`src/rtl/output_mode_ctrl_pkg.sv`:
```
// Shared types and helpers for the output mode controller: FSM state encoding
// and the mode-to-enable decode used by the output registers.
package output_mode_pkg;

  typedef enum logic [1:0] {
    ST_OFF,
    ST_ACTIVE,
    ST_DEAD
  } statetype;

  localparam int MODE_OFF    = 0;
  localparam int MODE_W      = 4;   // widest mode code (NUM_MODES <= 16)
  localparam int MAX_DRIVERS = 15;

  // Bit i-1 set for mode i; codes 0 and >= num_modes give all zeros.
  function automatic logic [MAX_DRIVERS-1:0] onehot_enable(input logic [MODE_W-1:0] mode,
                                                           input int num_modes);
    logic [MAX_DRIVERS-1:0] en;
    en = '0;
    for (int i = 1; i <= MAX_DRIVERS; i++) begin
      if (i < num_modes && mode == MODE_W'(i)) begin
        en[i-1] = 1'b1;
      end
    end
    return en;
  endfunction

endpackage

```
`src/rtl/output_mode_ctrl_if.sv`:
```
// Bus between the switch/UI logic (master) and the output mode controller (slave).
interface output_mode_ctrl_if #(
  parameter int NUM_MODES = 3,
  parameter int SEL_WIDTH = $clog2(NUM_MODES)
);
  logic [SEL_WIDTH-1:0] mode_select;
  logic [NUM_MODES-2:0] mode_enable;
  logic [SEL_WIDTH-1:0] active_mode;
  logic                 switching;
  logic                 sel_invalid;

  modport master (
    output mode_select,
    input  mode_enable, active_mode, switching, sel_invalid
  );

  modport slave (
    input  mode_select,
    output mode_enable, active_mode, switching, sel_invalid
  );
endinterface

```
`src/rtl/output_mode_ctrl_qualifier.sv`:
```
// Debounces mode_select: a value must be sampled STABLE_CYCLES times in a row
// before it is published as qualified_mode, with a one-cycle update strobe.
module mode_select_qualifier #(
  parameter int SEL_WIDTH     = 2,
  parameter int STABLE_CYCLES = 4
) (
  input  logic                 clk,
  input  logic                 reset_n,
  input  logic [SEL_WIDTH-1:0] mode_select,
  output logic [SEL_WIDTH-1:0] qualified_mode,
  output logic                 qualified_valid
);

  localparam int CW = $clog2(STABLE_CYCLES + 1);
  localparam logic [CW-1:0] STABLE_C = CW'(STABLE_CYCLES);

  logic [SEL_WIDTH-1:0] candidate_reg, candidate_next;
  logic [CW-1:0]        count_reg, count_next;
  logic [SEL_WIDTH-1:0] qualified_reg;
  logic                 valid_reg;
  logic                 differs;
  logic                 reached;

  always_comb begin
    candidate_next = candidate_reg;
    count_next     = count_reg;
    differs        = (mode_select != candidate_reg);
    if (differs) begin
      candidate_next = mode_select;
      count_next     = CW'(1);
    end else if (count_reg != STABLE_C) begin
      count_next = count_reg + CW'(1);
    end
    // Fire only on the edge the count arrives at STABLE, not while it sits there.
    reached = (count_next == STABLE_C) && (differs || count_reg != STABLE_C);
  end

  always_ff @(posedge clk) begin
    if (!reset_n) begin
      candidate_reg <= '0;
      count_reg     <= '0;
      qualified_reg <= '0;
      valid_reg     <= 1'b0;
    end else begin
      candidate_reg <= candidate_next;
      count_reg     <= count_next;
      valid_reg     <= reached;
      if (reached) begin
        qualified_reg <= candidate_next;
      end
    end
  end

  assign qualified_mode  = qualified_reg;
  assign qualified_valid = valid_reg;

endmodule

```
`src/rtl/output_mode_ctrl.sv`:
```
// Output mode controller: qualified mode request drives one-hot driver enables,
// with break-before-make dead time between two driver modes.
module output_mode_ctrl
  import output_mode_pkg::*;
#(
  parameter int NUM_MODES     = 3,
  parameter int SEL_WIDTH     = $clog2(NUM_MODES),
  parameter int STABLE_CYCLES = 4,
  parameter int DEAD_CYCLES   = 2
) (
  input logic               clk,
  input logic               reset_n,
  output_mode_ctrl_if.slave bus
);

  localparam int ND = NUM_MODES - 1;
  localparam int DW = (DEAD_CYCLES > 1) ? $clog2(DEAD_CYCLES) : 1;
  localparam logic [DW-1:0]        DEAD_LOAD   = DW'(DEAD_CYCLES - 1);
  localparam logic [SEL_WIDTH:0]   NUM_MODES_W = (SEL_WIDTH + 1)'(NUM_MODES);
  localparam logic [SEL_WIDTH-1:0] OFF_CODE    = SEL_WIDTH'(MODE_OFF);

  logic [SEL_WIDTH-1:0] qualified_mode;
  logic                 qualified_valid;
  logic                 invalid;
  logic [SEL_WIDTH-1:0] target;

  statetype             state_reg, state_next;
  logic [DW-1:0]        dead_reg, dead_next;
  logic [ND-1:0]        enable_reg, enable_next;
  logic [SEL_WIDTH-1:0] active_reg, active_next;
  logic                 switching_reg, switching_next;

  mode_select_qualifier #(
    .SEL_WIDTH     (SEL_WIDTH),
    .STABLE_CYCLES (STABLE_CYCLES)
  ) u_qualifier (
    .clk             (clk),
    .reset_n         (reset_n),
    .mode_select     (bus.mode_select),
    .qualified_mode  (qualified_mode),
    .qualified_valid (qualified_valid)
  );

  // Illegal codes behave as OFF; the flag tracks the qualified register directly.
  assign invalid = ({1'b0, qualified_mode} >= NUM_MODES_W);
  assign target  = invalid ? OFF_CODE : qualified_mode;

  always_comb begin
    state_next     = state_reg;
    dead_next      = dead_reg;
    enable_next    = enable_reg;
    active_next    = active_reg;
    switching_next = 1'b0;
    case (state_reg)
      ST_OFF: begin
        if (qualified_valid && target != OFF_CODE) begin
          state_next  = ST_ACTIVE;
          enable_next = ND'(onehot_enable(MODE_W'(target), NUM_MODES));
          active_next = target;
        end
      end
      ST_ACTIVE: begin
        if (qualified_valid && target != active_reg) begin
          enable_next = '0;
          active_next = OFF_CODE;
          if (target == OFF_CODE) begin
            state_next = ST_OFF;
          end else begin
            state_next     = ST_DEAD;
            switching_next = 1'b1;
            dead_next      = DEAD_LOAD;
          end
        end
      end
      ST_DEAD: begin
        // Counter is never restarted; whatever target holds at expiry wins.
        if (target == OFF_CODE) begin
          state_next = ST_OFF;
        end else if (dead_reg == '0) begin
          state_next  = ST_ACTIVE;
          enable_next = ND'(onehot_enable(MODE_W'(target), NUM_MODES));
          active_next = target;
        end else begin
          dead_next      = dead_reg - DW'(1);
          switching_next = 1'b1;
        end
      end
      default: begin
        state_next  = ST_OFF;
        enable_next = '0;
        active_next = OFF_CODE;
      end
    endcase
  end

  always_ff @(posedge clk) begin
    if (!reset_n) begin
      state_reg     <= ST_OFF;
      dead_reg      <= '0;
      enable_reg    <= '0;
      active_reg    <= '0;
      switching_reg <= 1'b0;
    end else begin
      state_reg     <= state_next;
      dead_reg      <= dead_next;
      enable_reg    <= enable_next;
      active_reg    <= active_next;
      switching_reg <= switching_next;
    end
  end

  assign bus.mode_enable = enable_reg;
  assign bus.active_mode = active_reg;
  assign bus.switching   = switching_reg;
  assign bus.sel_invalid = invalid;

endmodule

```
`src/flat_wrapper.sv`:
```
// flat-port wrapper written by rule: the top's interface ports become plain ports
module output_mode_ctrl_flat import output_mode_pkg::*;
#(
  parameter int NUM_MODES     = 3,
  parameter int SEL_WIDTH     = $clog2(NUM_MODES),
  parameter int STABLE_CYCLES = 4,
  parameter int DEAD_CYCLES   = 2
)
  (clk, reset_n, bus_mode_select, bus_mode_enable, bus_active_mode, bus_switching, bus_sel_invalid);
  output_mode_ctrl_if #(.NUM_MODES(NUM_MODES), .SEL_WIDTH(SEL_WIDTH)) bus_i ();
  input logic clk;
  input logic reset_n;
  input wire logic [$bits(bus_i.mode_select)-1:0] bus_mode_select;
  output wire logic [$bits(bus_i.mode_enable)-1:0] bus_mode_enable;
  output wire logic [$bits(bus_i.active_mode)-1:0] bus_active_mode;
  output wire logic [$bits(bus_i.switching)-1:0] bus_switching;
  output wire logic [$bits(bus_i.sel_invalid)-1:0] bus_sel_invalid;
  assign bus_i.mode_select = bus_mode_select;
  assign bus_mode_enable = bus_i.mode_enable;
  assign bus_active_mode = bus_i.active_mode;
  assign bus_switching = bus_i.switching;
  assign bus_sel_invalid = bus_i.sel_invalid;
  output_mode_ctrl #(.NUM_MODES(NUM_MODES), .SEL_WIDTH(SEL_WIDTH), .STABLE_CYCLES(STABLE_CYCLES), .DEAD_CYCLES(DEAD_CYCLES)) u_core (.clk(clk), .reset_n(reset_n), .bus(bus_i));
endmodule
```
`config.mk`:
```
export PLATFORM = sky130hd
export DESIGN_NAME = output_mode_ctrl_flat
export DESIGN_NICKNAME = d
export VERILOG_FILES = /design/src/rtl/output_mode_ctrl_pkg.sv /design/src/rtl/output_mode_ctrl_if.sv /design/src/rtl/output_mode_ctrl_qualifier.sv /design/src/rtl/output_mode_ctrl.sv /design/src/flat_wrapper.sv
export SDC_FILE = /design/constraint.sdc
export NUM_CORES = 1
export LEC_CHECK = 0
export CORE_AREA = 3 3 42 44
export DETAILED_ROUTE_END_ITERATION = 8
export DIE_AREA = 0 0 45 47
export PLACE_DENSITY = 0.76
export SYNTH_ARGS = -nofsm -noshare
export SYNTH_HDL_FRONTEND = slang
export SYNTH_SLANG_ARGS = --single-unit
```
`constraint.sdc`:
```
create_clock -name clk -period 2.4 [get_ports clk]
set_clock_uncertainty 0.1 [all_clocks]
set_input_delay 0.48 -clock clk [delete_from_list [all_inputs] [get_ports clk]]
set_output_delay 0.48 -clock clk [all_outputs]
set_load 0.005 [all_outputs]
```
# --- After elaboration in Yosys (flattened, before gate mapping) ---
# Cells that the tools add are included.
word_totals:
  out_inout_bits: 6
  elab_cells: 68
  inputBits: 4
  reg_bits: 16
classes:
  order_cmp: 1
  n_reduce_logical: 11
  eq_ne: 14
  add_sub_neg: 2
  n_mux: 31
ops:
  columns: ["op", "count"]
  rows:
  - ["$mux 2", 14]
  - ["$pmux 2 s3", 3]
  - ["$mux 1", 10]
  - ["$reduce_and 4->1", 2]
  - ["$mux 3", 2]
  - ["$ne 2x2->1 const B", 3]
  - ["$ne 3x3->1 const B", 2]
  - ["$eq 2x1->1 const B", 2]
  - ["$eq 2x2->1 const B", 2]
  - ["$logic_not 2->1", 2]
  - ["$ne 2x1->1 const B", 2]
  - ["$ne 2x2->1", 2]
  - ["$pmux 1 s2", 2]
  - ["$reduce_bool 2->1", 2]
  - ["$add 3x1->3 const B", 1]
  - ["$eq 3x3->1 const B", 1]
  - ["$logic_and 1x1->1", 3]
  - ["$reduce_and 3->1", 1]
  - ["$ge 2x2->1 const B", 1]
  - ["$logic_or 1x1->1", 1]
  - ["$sub 1x1->1 const B", 1]

# --- Longest topological paths before layout ---
# Gate-level depths: netlist (run 1).
logic_depth:
  depth_word: 7
  depth_mapped: 6
  ltp_nobuf: 6

# --- Hierarchy ---
# A second synthesis (run 1) with hierarchy kept.
unflattened:
  cells_unflattened: 90
  area_unflattened_um2: 818.3
by_module_without_submodules:
  columns: ["mod", "instances", "seq_area_each_um2", "cells_each", "area_each_um2"]
  rows:
  - ["output_mode_ctrl", 1, 120.1, 54, 467.9]
  - ["mode_select_qualifier", 1, 160.2, 36, 350.3]

# --- Worst setup path after synthesis (run 1) ---
# Ideal clock, no wire load.
synth_timing:
  kind: "reg-to-reg"
  from: "register u_core.u_qualifier.count_reg[0]"
  to: "register u_core.u_qualifier.qualified_reg[0] (netlist: u_core.u_qualifier.qualified_mode[0])"
  path_slack_ps: 763
  n_path_buf: 0
  setup_ps: 118
  stages_incl_launch_ff: 7
  required_time_ps: 2182
  period_less_slack_ps: 1637
  arrival_time_ps: 1419
  cell_sequence: "dfxtp_1 -> inv_1 -> ha_1 -> nor2_1 -> mux2i_1 -> or4b_4 -> mux2i_1"
synth_via:
  elab_chain_cells: 5
  elab_cells_between_ends: 7
  cone_classes: "1 x add/sub; 2 x eq/ne; 2 x mux; 2 x reduce/logical"
synth_lines:
  columns: ["element", "line_no", "text"]
  rows:
  - ["start, declared", "output_mode_ctrl_qualifier.sv:18", "logic [CW-1:0] count_reg, count_next;"]
  - ["start signal, assigned", "output_mode_ctrl_qualifier.sv:46", "count_reg <= count_next;"]
  - ["$add 3x1->3 / $ne 3x3->1 (equally long branches)", "output_mode_ctrl_qualifier.sv:32, output_mode_ctrl_qualifier.sv:31, output_mode_ctrl_qualifier.sv:35", null]
  - ["$mux 3", "output_mode_ctrl_qualifier.sv:31", "end else if (count_reg != STABLE_C) begin"]
  - ["$mux 3", "output_mode_ctrl_qualifier.sv:28", "if (differs) begin"]
  - ["$eq 3x3->1", "output_mode_ctrl_qualifier.sv:35", "reached = (count_next == STABLE_C) && (differs || count_reg != STABLE_C);"]
  - ["$logic_and 1x1->1 (*)", "output_mode_ctrl_qualifier.sv:35", null]
  - ["end signal, assigned", "output_mode_ctrl_qualifier.sv:49", "qualified_reg <= candidate_next;"]
  - ["end, declared", "output_mode_ctrl_qualifier.sv:19", "logic [SEL_WIDTH-1:0] qualified_reg;"]
# Mark *: on every way between the ends. The rest lies on a longest branch, timed or not.
# A chain may end at the register's enable or synchronous reset.

# --- Worst setup path in the final report (run 1) ---
layout_timing:
  from: "register u_core.u_qualifier.qualified_reg[0] (netlist: u_core.u_qualifier.qualified_mode[0])"
  to: "output bus_sel_invalid"
layout_via:
  elab_chain_cells: 1
layout_lines:
  columns: ["element", "line_no", "text"]
  rows:
  - ["$ge 2x2->1", "output_mode_ctrl.sv:45", "assign invalid = ({1'b0, qualified_mode} >= NUM_MODES_W);"]
  - ["end, declared", "flat_wrapper.sv:17", "output wire logic [$bits(bus_i.sel_invalid)-1:0] bus_sel_invalid;"]
# Every way passes these cells.

==> metrics.md, run 1 <==
| Metric | Value |
|---|---|
| WL per Instance | `about 12 µm` |
| Critical path class | `flop to primary output` |
| Clock latency at the later pin of the worst-skew pair | `0.28 ns` |
| Fmax | `about 520 MHz` |
| Routed WL | `approximately 1.4 mm` |
| Fin crit share | `80.42%` |
| Hold WS | `between 0.4 and 0.5 ns` |
| Pin count of the biggest net entering global routing | `11` |
| Worst IR drop on VDD | `a little over 300 µV` |
| Fin. max-slew vios | `0` |
| Post-DP Area | `885.9 µm²` |
| Die Span X | `~45 µm` |
| Max stage delay cell, worst path | `clkdlybuf4s50_1` |
| Status | `finished clean` |
| # IOs | `10` |
| Delay-heaviest family, CP | `buffers and inverters` |
| Synth Cell Area | `roughly 800 µm²` |
| Postcts setup bufs | `0` |
| Post-CTS Resized | `0` |
| Clock sink total | `14` |
| Synth Flop Type | `dfxtp_1` |
| Area growth syn-to-layout | `16.61%` |
| H-tree levels | `1` |
| Synthesized Nets | `~110` |
| Register bit total from synthesis | `14` |
| Rows | `14` |
| Async set-reset flop share out of synthesis | `0%` |
| Syn. warnings | `0` |
| CP max FO | `4` |
| Setup crit start | `u_core.u_qualifier.qualified_mode[0]` |
| Worst EP arrival | `1.35 ns` |
| Synthesized instance count | `92` |
| CTS Hold Buffers Added | `0` |
| Setup total negative slack | `0 ns` |
| Pwr Density | `~500 nW/µm²` |
| First-pass GRT wire length | `roughly 2.2 mm` |
| Crit path capture type | `primary output` |
| Vias in the first global route | `approximately 570` |
| Total CTS buffers | `3` |
| Reg2Reg Depth | `6` |
| Crit path required time | `1.82 ns` |
| Max cap viols | `0` |
| HPWL after detailed placement | `between 1 and 1.5 mm` |
| # placed instances | `around 110` |
| Initial antenna violation count | `0` |
| Remaining Overflow, GRT | `0` |
| Post-synth EDFFs | `0` |
| Avg Inst Size Synth | `roughly 8.6 µm²` |
| Post-Layout Cell Count | `around 120` |
| Critical-path cell list | `ha_1 > clkdlybuf4s50_1` |
| Crit path to | `bus_sel_invalid` |
| CTS tree | `yes` |
| Crit path largest cell delay | `around 0.50 ns` |
| Height of the die | `~47 µm` |
| Synth cell types | `26` |
| Post-synth top area cell | `dfxtp_1` |
| Initial Util | `a little over half` |
| Clock root buffer | `clkbuf_4` |
| Post-route minimum period | `roughly 1.9 ns` |
| Antenna violation net count after detailed routing | `0` |
| Final GP Congestion | `roughly 0.76` |
| Setup violators final | `0` |
| Tot GR Track Use | `between 10 and 15%` |
| Vias after detailed routing | `approximately 640` |
| Number of remaining DRC errors | `0` |
| Hold WC Path Type | `flop to flop` |
| Nets | `around 120` |
| Worst reg2reg path startpoint | `u_core.u_qualifier.count_reg[0]` |
| Slew headroom | `around 77%` |
| Worst-Margin Slew | `about 0.35 ns` |
| Pleak | `approximately 0.00040 µW` |
| Top post-synthesis cells by area | `dfxtp_1, ha_1, mux2i_1` |
| Power Total | `around 470 µW` |
| Final Cell Area | `slightly above 900 µm²` |
| Layout cells sized above 1 | `7.843%` |
| Worst setup SP type | `flop` |
| TritonRoute pass-1 iters | `4` |
| Bufs and invs on worst path | `1` |
| CP Depth | `2` |
| Hold Fails Final Rpt | `0` |
| Core box area | `1471 µm²` |
| RSZ-0062 raised after global routing | `no` |
| Top cell type's share of synthesized area | `35.44%` |
| Reg clk slew, reported paths | `around 0.09 ns` |
| Via-to-Cell Ratio | `around 5.4` |
| # diodes | `0` |
| Die area | `2115 µm²` |
| Worst R2R Setup Slack | `about 0.66 ns` |
| Port bufs | `9` |
| Post-synthesis sequential area ratio | `a little over a third` |
| Max reg flops | `3` |
| Clock buffer depth | `2` |
| DR iter-0 viols | `6` |
| Worst R2R End | `u_core.u_qualifier.qualified_mode[1]` |
worst register-to-register path: stages (launching register included):
cell     delay, ns
dfxtp_1       0.37
inv_1         0.09
ha_1          0.23
nor2_1        0.10
mux2i_1       0.10
or4b_4        0.51
mux2i_1       0.13
area by class of cell:
class	instances	area, µm²
timing repair buffer	10	97.59
inverter	11	41.29
fill	135	549.3
tap	16	20.02
clock buffer	4	36.28
multi-input combinational	63	446.7
sequential	14	280.3
worst min-delay path by stage:
stage                                    from                         to  cells after the start
floorplan                     u_core.dead_reg            u_core.dead_reg                      2
global placement              u_core.dead_reg            u_core.dead_reg                      2
detailed placement  u_core.bus.mode_enable[1]  u_core.bus.mode_enable[1]                      2
CTS                 u_core.bus.mode_enable[1]  u_core.bus.mode_enable[1]                      2
global route        u_core.bus.active_mode[0]  u_core.bus.active_mode[0]                      2
finish              u_core.bus.mode_enable[1]  u_core.bus.mode_enable[1]                      2
logic make-up (layout without fill, tap and decap cells):
family	count (synthesis)	in the layout	synth area share [%]
xor gates and xnor gates	5	5	5.538
buffers and inverters	15	25	8.069
AOI/OAI and AO/OA	13	13	10.44
DFF	14	14	35.44
muxes	6	6	7.595
adders and majority gates	9	9	14.24
and+or+nand+nor	30	30	18.67
routing by layer:
metal / up-vias / wire length [µm] / GRT usage (%)
met5: - / 0 / 0
met1: 286 / 679 / 17.28
met4: 0 / 26 / 5.263
li1: 327 / - / -
met3: 6 / 69 / 4.215
met2: 16 / 605 / 23.16
report_power, final:
group | switching (µW) | internal (µW)
sequential | 4.78 | 239
combinational | 32.7 | 23.7
clock | 79.1 | 92.3
cell usage after synthesis (2+ instances only):
cell type / n
buf_4: 2
o21ai_0: 2
nor2_1: 4
a21oi_1: 4
mux2i_1: 6
nand2_1: 14
clkbuf_1: 2
ha_1: 9
nand3_1: 2
nand2b_1: 2
xor2_1: 4
o211ai_1: 3
nand4_1: 2
dfxtp_1: 14
inv_1: 11
cell usage in the layout (no fill, tap or decap):
| cell type | instances |
|---|---|
| nand2_1 | 14 |
| dfxtp_1 | 14 |
| inv_1 | 11 |
| ha_1 | 9 |
| clkdlybuf4s50_1 | 9 |
| mux2i_1 | 6 |
| xor2_1 | 4 |
| a21oi_1 | 4 |
| nor2_1 | 4 |
| o211ai_1 | 3 |
| clkbuf_4 | 3 |
| o21ai_0 | 2 |
| nand2b_1 | 2 |
| nand3_1 | 2 |
| nand4_1 | 2 |
| o21a_1 | 1 |
| nor2_2 | 1 |
| nor4_1 | 1 |
| and3_2 | 1 |
| nor2b_1 | 1 |
| o22ai_1 | 1 |
| o32ai_1 | 1 |
| nor3_1 | 1 |
| a211oi_1 | 1 |
| or4b_4 | 1 |
| xnor2_1 | 1 |
| clkbuf_8 | 1 |
| buf_4 | 1 |
through the flow:
| stage | setup slack [ns] | util (%) |
|---|---|---|
| 2_1_floorplan | 0.7632 | - |
| 3_3_place_gp | 0.3501 | 60.20 |
| 3_5_place_dp | 0.3250 | 60.20 |
| 4_1_cts | 0.4595 | 62.67 |
| 5_1_grt | 0.4254 | 62.67 |
| 6_report | 0.4700 | 62.67 |
Note: power is estimated with default switching activity, not from simulation.
==> inputs of run 2 (changes only) <==
Settings changed: CORE_AREA 3 3 42 44 to 3 3 46 48, DIE_AREA 0 0 45 47 to 0 0 49 51, PLACE_DENSITY 0.76 to 0.67.
Clock period 2.4 ns to 1.6 ns, I/O delays scaled along.
==> metrics.md, run 2 (synthesized netlist as in run 1, its figures left out) <==
| Metric | Value |
|---|---|
| Rows | `15 (+1)` |
| Fin. max-slew vios | `0 (unchanged)` |
| Final WS setup | `-0.01772 ns (-0.4877 ns)` |
| Max stage delay cell, worst path | `or4b_4` |
| Crit path largest cell delay | `0.51 ns (about the same)` |
| Critical-path cell list | `inv_2 > ha_4 > nor2_4 > mux2i_2 > or4b_4 > mux2i_1` |
| Antenna violation net count after detailed routing | `0 (unchanged)` |
| Place WS | `-0.2800 ns (-0.6050 ns)` |
| Clock latency at the later pin of the worst-skew pair | `0.29 ns (about the same)` |
| Setup violators final | `3 (+3)` |
| Core Util, Final | `67.17% (+4.5 points)` |
| Die area | `2499 µm² (+18%)` |
| Clock sink total | `14 (unchanged)` |
| Crit path capture type | `flop` |
| Routed WL | `1.636 mm (+19%)` |
| Area growth syn-to-layout | `48.26%` |
| TritonRoute pass-1 iters | `4 (unchanged)` |
| Sw Share | `26.08% (+1.3 points)` |
| Crit path required time | `1.71 ns (-0.11 ns)` |
| Worst setup SP type | `flop` |
| Most common cell after layout, fill and taps aside | `nand2_1` |
| Clock root buffer | `clkbuf_4` |
| Critical path class | `flop to flop` |
| Fin crit share | `101.1%` |
| H-tree levels | `1 (unchanged)` |
| RSZ-0062 raised after global routing | `yes` |
| Initial antenna violation count | `0 (unchanged)` |
| Post-Layout Cell Count | `140 (+19%)` |
| Status | `finished with violations` |
| Fmax | `a little over 600 MHz` |
| Switching power | `198.8 µW (+71%)` |
| Internal power | `563.2 µW (+59%)` |
| First-pass GRT wire length | `2.822 mm (+26%)` |
| Commonest cells after routing, fill and taps aside | `nand2_1, buf_4, inv_1` |
| Nets | `129 (+11%)` |
| Final Cell Area | `1172 µm² (+27%)` |
| # IOs | `10 (unchanged)` |
| Layout cells sized above 1 | `39.13% (+31 points)` |
| Hold Fails Final Rpt | `0 (unchanged)` |
| Seq pwr share | `47.6% (-4.1 points)` |
| Post-DP Area | `988.4 µm² (+12%)` |
| Slew headroom | `80.82% (+4.2 points)` |
| Logic gate share of total power | `17.4% (+5.4 points)` |
| Total CTS buffers | `3 (unchanged)` |
| Height of the die | `51 µm (+8.5%)` |
| Worst-Margin Slew | `0.2876 ns (-0.05968 ns)` |
| CTS tree | `yes` |
| Max reg flops | `3 (unchanged)` |
| # diodes | `0 (unchanged)` |
| Clock Power Share | `35.0% (-1.4 points)` |
| Pwr Density | `650.0 nW/µm² (+27%)` |
| Remaining Overflow, GRT | `0 (unchanged)` |
| Via-to-Cell Ratio | `4.979 (-7.5%)` |
| Vias in the first global route | `713 (+26%)` |
| Post-route minimum period | `1.618 ns` |
| Die Span X | `49 µm (+8.9%)` |
| Worst IR drop on VDD | `444.5 µV (+46%)` |
| CTS Hold Buffers Added | `0 (unchanged)` |
| Hold WC Path Type | `flop to flop` |
| Clock buffer depth | `2 (unchanged)` |
| Max cap viols | `0 (unchanged)` |
| Worst EP arrival | `1.73 ns (+0.38 ns)` |
| DR iter-0 viols | `10 (+4)` |
| Failing checks | `negative setup slack` |
| Core box area | `1745 µm² (+19%)` |
| Tot GR Track Use | `14.65% (+0.60 points)` |
| Reg clk slew, reported paths | `0.09 ns (about the same)` |
| Pin count of the biggest net entering global routing | `12 (+1)` |
| HPWL after detailed placement | `1.207 mm (+11%)` |
| Port bufs | `9 (unchanged)` |
| WL per Instance | `11.69 µm (about the same)` |
| Vias after detailed routing | `697 (+9.8%)` |
| CP max FO | `3 (-1)` |
| Final GP Congestion | `0.7703 (+1.1%)` |
| # fillers | `144 (+6.7%)` |
| Initial Util | `45.30% (-8.4 points)` |
| # placed instances | `133 (+17%)` |
| Pleak | `0.0005176 µW (+30%)` |
| Number of remaining DRC errors | `0 (unchanged)` |
[run 2: cell count changes in the layout (fill, tap and decap cells not counted), moves of 3 or more]
cell / previous run / this run
buf_4: 1 / 12
dfxtp_1: 14 / 7
dfxtp_2: 0 / 6
ha_1: 9 / 5
clkdlybuf4s50_1: 9 / 6
ha_4: 0 / 3
[run 2: cell type report]
| class | instances | area (µm²) | share of cell area (%) |
|---|---|---|---|
| Inverter | 11 | 43.79 | 3.735 |
| Tap cell | 25 | 31.28 | 2.668 |
| Multi-Input combinational cell | 63 | 558.0 | 47.60 |
| Clock buffer | 4 | 36.28 | 3.095 |
| Sequential cell | 14 | 291.5 | 24.87 |
| Timing Repair Buffer | 23 | 211.5 | 18.04 |
[run 2: per-layer routing]
layer	up-vias	GRT usage (%)	wire (µm)
li1	353	-	-
met1	324	15.74	692
met2	16	25.79	834
met3	4	4.665	83
met4	0	7.583	25
met5	-	0	0
[run 2: repair_timing]
action | 4_1_cts | 5_1_grt
pin swaps | 3 | 5
endpoints found under the setup margin | 11 | 12
resized for setup | 18 | 17
setup buffers | 2 | 1
[run 2: worst max-delay path: cells and delay by family (launching register included)]
kind | cells | cell delay [ns]
adders and majority gates | 1 | 0.16
buffers and inverters | 1 | 0.06
DFF | 1 | 0.36
muxes | 2 | 0.27
and+or+nand+nor | 2 | 0.61
[run 2: final timing paths]
path | from | to | slack, ns | cells after the start
worst max-delay path | u_core.u_qualifier.count_reg[0] | u_core.u_qualifier.qualified_mode[1] | -0.02 | 6
worst min-delay path | u_core.bus.mode_enable[1] | u_core.bus.mode_enable[1] | 0.41 | 2
worst max register to register | u_core.u_qualifier.count_reg[0] | u_core.u_qualifier.qualified_mode[1] | -0.02 | 6
worst min register to register | u_core.bus.mode_enable[1] | u_core.bus.mode_enable[1] | 0.41 | 2
[run 2: power groups by stage]
stage          logic [µW]  clock network, µW  registers [µW]
2_1_floorplan        61.3                  0             373
3_3_place_gp          109                  0             372
3_5_place_dp          111                  0             372
4_1_cts               124                270             364
5_1_grt               146                287             364
6_report              132                267             363
[run 2: through the flow]
stage	hold slack [ns]	power, µW	setup TNS, ns
2_1_floorplan	0.3306	433.9	0
3_3_place_gp	0.3848	480.4	-0.5817
3_5_place_dp	0.3873	483.5	-0.7901
4_1_cts	0.3938	758.2	-0.03233
5_1_grt	0.4368	797.3	-0.2248
6_report	0.4098	762.0	-0.02979
==> inputs of run 3 (changes only) <==
Settings changed: SETUP_SLACK_MARGIN set to 0.02.
==> metrics.md, run 3 (synthesized netlist as in run 1, its figures left out) <==
| Metric | Value |
|---|---|
| Status | `finished with violations` |
| Failing checks | `negative setup slack` |
| Worst-Margin Slew | `0.3417 ns (+0.05404 ns)` |
| First-pass GRT wire length | `2.842 mm (+0.71%)` |
| Nets | `133 (+3.1%)` |
| RSZ-0062 raised after global routing | `yes` |
| CTS tree | `yes` |
| # fillers | `140 (-2.8%)` |
| Clock Power Share | `34.4% (-0.6 points)` |
| Rows | `15 (unchanged)` |
| Vias in the first global route | `715 (+0.28%)` |
| Final WS setup | `-0.01548 ns (+0.002249 ns)` |
| Logic gate share of total power | `18.1% (+0.7 points)` |
| Total CTS buffers | `3 (unchanged)` |
| Initial Util | `45.30% (unchanged)` |
| Clock buffer depth | `2 (unchanged)` |
| H-tree levels | `1 (unchanged)` |
| WL per Instance | `11.67 µm (-0.16%)` |
| Clock sink total | `14 (unchanged)` |
| Die Span X | `49 µm (unchanged)` |
| Initial antenna violation count | `0 (unchanged)` |
| Most common cell after layout, fill and taps aside | `buf_4` |
| CTS Hold Buffers Added | `0 (unchanged)` |
| Critical path class | `flop to flop` |
| Antenna violation net count after detailed routing | `0 (unchanged)` |
| Setup total negative slack | `-0.01548 ns (+0.01431 ns)` |
| Sw Share | `26.08% (about the same)` |
| HPWL after detailed placement | `1.207 mm (unchanged)` |
| Hold Fails Final Rpt | `0 (unchanged)` |
| Worst EP arrival | `1.72 ns (about the same)` |
| Die area | `2499 µm² (unchanged)` |
| Routed WL | `1.680 mm (+2.7%)` |
| Worst setup SP type | `flop` |
| Post-route minimum period | `1.615 ns (-0.002248 ns)` |
| Fin. max-slew vios | `0 (unchanged)` |
| Tot GR Track Use | `14.78% (+0.13 points)` |
| Setup violators final | `1 (-2)` |
| Internal power | `567.8 µW (+0.81%)` |
| Max cap viols | `0 (unchanged)` |
| Switching power | `200.3 µW (+0.78%)` |
| Vias after detailed routing | `705 (+1.1%)` |
| Port bufs | `9 (unchanged)` |
| # diodes | `0 (unchanged)` |
| Remaining Overflow, GRT | `0 (unchanged)` |
| Number of remaining DRC errors | `0 (unchanged)` |
| Height of the die | `51 µm (unchanged)` |
| Layout cells sized above 1 | `42.86% (+3.7 points)` |
| Area growth syn-to-layout | `54.43%` |
| Final GP Congestion | `0.7703 (unchanged)` |
| DR iter-0 viols | `6 (-4)` |
| Pin count of the biggest net entering global routing | `12 (unchanged)` |
| Slew headroom | `77.22% (-3.6 points)` |
| Worst IR drop on VDD | `458.3 µV (+3.1%)` |
| # IOs | `10 (unchanged)` |
| Clock root buffer | `clkbuf_4` |
| Clock latency at the later pin of the worst-skew pair | `0.28 ns (about the same)` |
| Fin crit share | `101.0% (-0.14 points)` |
| Crit path capture type | `flop` |
| Reg clk slew, reported paths | `0.10 ns (about the same)` |
| Crit path required time | `1.71 ns (about the same)` |
| Core box area | `1745 µm² (unchanged)` |
| Hold WC Path Type | `flop to flop` |
| Pleak | `0.0005260 µW (+1.6%)` |
| CP max FO | `3 (unchanged)` |
| Seq pwr share | `47.5% (about the same)` |
| Hold WS | `0.3745 ns (-0.03533 ns)` |
| TritonRoute pass-1 iters | `4 (unchanged)` |
| Commonest cells after routing, fill and taps aside | `buf_4, nand2_1, inv_1` |
| Fmax | `619.0 MHz (+0.14%)` |
| Via-to-Cell Ratio | `4.896 (-1.7%)` |
| Pwr Density | `629.0 nW/µm² (-3.2%)` |
| Max reg flops | `3 (unchanged)` |
-- run 3: final cells by class --
cell class | count | area, µm² | area share [%]
Clock buffer | 4 | 36.28 | 2.971
Inverter | 11 | 43.79 | 3.586
Multi-Input combinational cell | 63 | 581.8 | 47.64
Sequential cell | 14 | 289.0 | 23.67
Tap cell | 25 | 31.28 | 2.561
Timing Repair Buffer | 27 | 239.0 | 19.57
-- run 3: final timing paths --
kind | cells past startpoint | slack [ns] | start | endpoint
max | 6 | -0.02 | u_core.u_qualifier.count_reg[0] | u_core.u_qualifier.qualified_mode[1]
min | 2 | 0.37 | u_core.bus.active_mode[0] | u_core.bus.active_mode[0]
max reg2reg | 6 | -0.02 | u_core.u_qualifier.count_reg[0] | u_core.u_qualifier.qualified_mode[1]
min reg2reg | 2 | 0.37 | u_core.bus.active_mode[0] | u_core.bus.active_mode[0]
-- run 3: routing by layer --
| layer | wire length (µm) | GRT usage [%] | up-vias |
|---|---|---|---|
| met5 | 0 | 0 | - |
| met4 | 12 | 7.583 | 0 |
| met3 | 81 | 4.665 | 4 |
| met2 | 870 | 26.02 | 15 |
| li1 | - | - | 359 |
| met1 | 716 | 15.92 | 327 |
-- run 3: timing repair --
| item | 4_1_cts | 5_1_grt |
|---|---|---|
| pin swaps | 5 | 6 |
| setup buffers | 5 | 2 |
| cloned | 0 | 0 |
| resized for setup | 18 | 20 |
| setup endpoints to repair | 11 | 11 |
-- run 3: stage by stage --
step	total power (µW)	cells	instance area, µm²	setup slack, ns	utilization, %
2_1_floorplan	433.9	92	794.5	0.02675	-
3_3_place_gp	480.4	133	988.4	-0.2422	56.63
3_5_place_dp	483.5	133	988.4	-0.2800	56.63
4_1_cts	758.2	142	1130	-0.03089	64.73
5_1_grt	806.7	144	1221	-0.05995	69.96
6_report	768.1	144	1221	-0.01548	69.96
-- run 3: power by group through the flow --
stage	combinational (µW)	sequential (µW)	clock, µW
2_1_floorplan	61.3	373	0
3_3_place_gp	109	372	0
3_5_place_dp	111	372	0
4_1_cts	124	364	270
5_1_grt	154	366	287
6_report	139	365	264
-- run 3: critical path, stage by stage, from the launching register on --
cell     delay (ns)
dfxtp_2        0.36
inv_2          0.06
ha_4           0.16
nor2_4         0.10
mux2i_2        0.08
or4b_4         0.51
mux2i_1        0.19
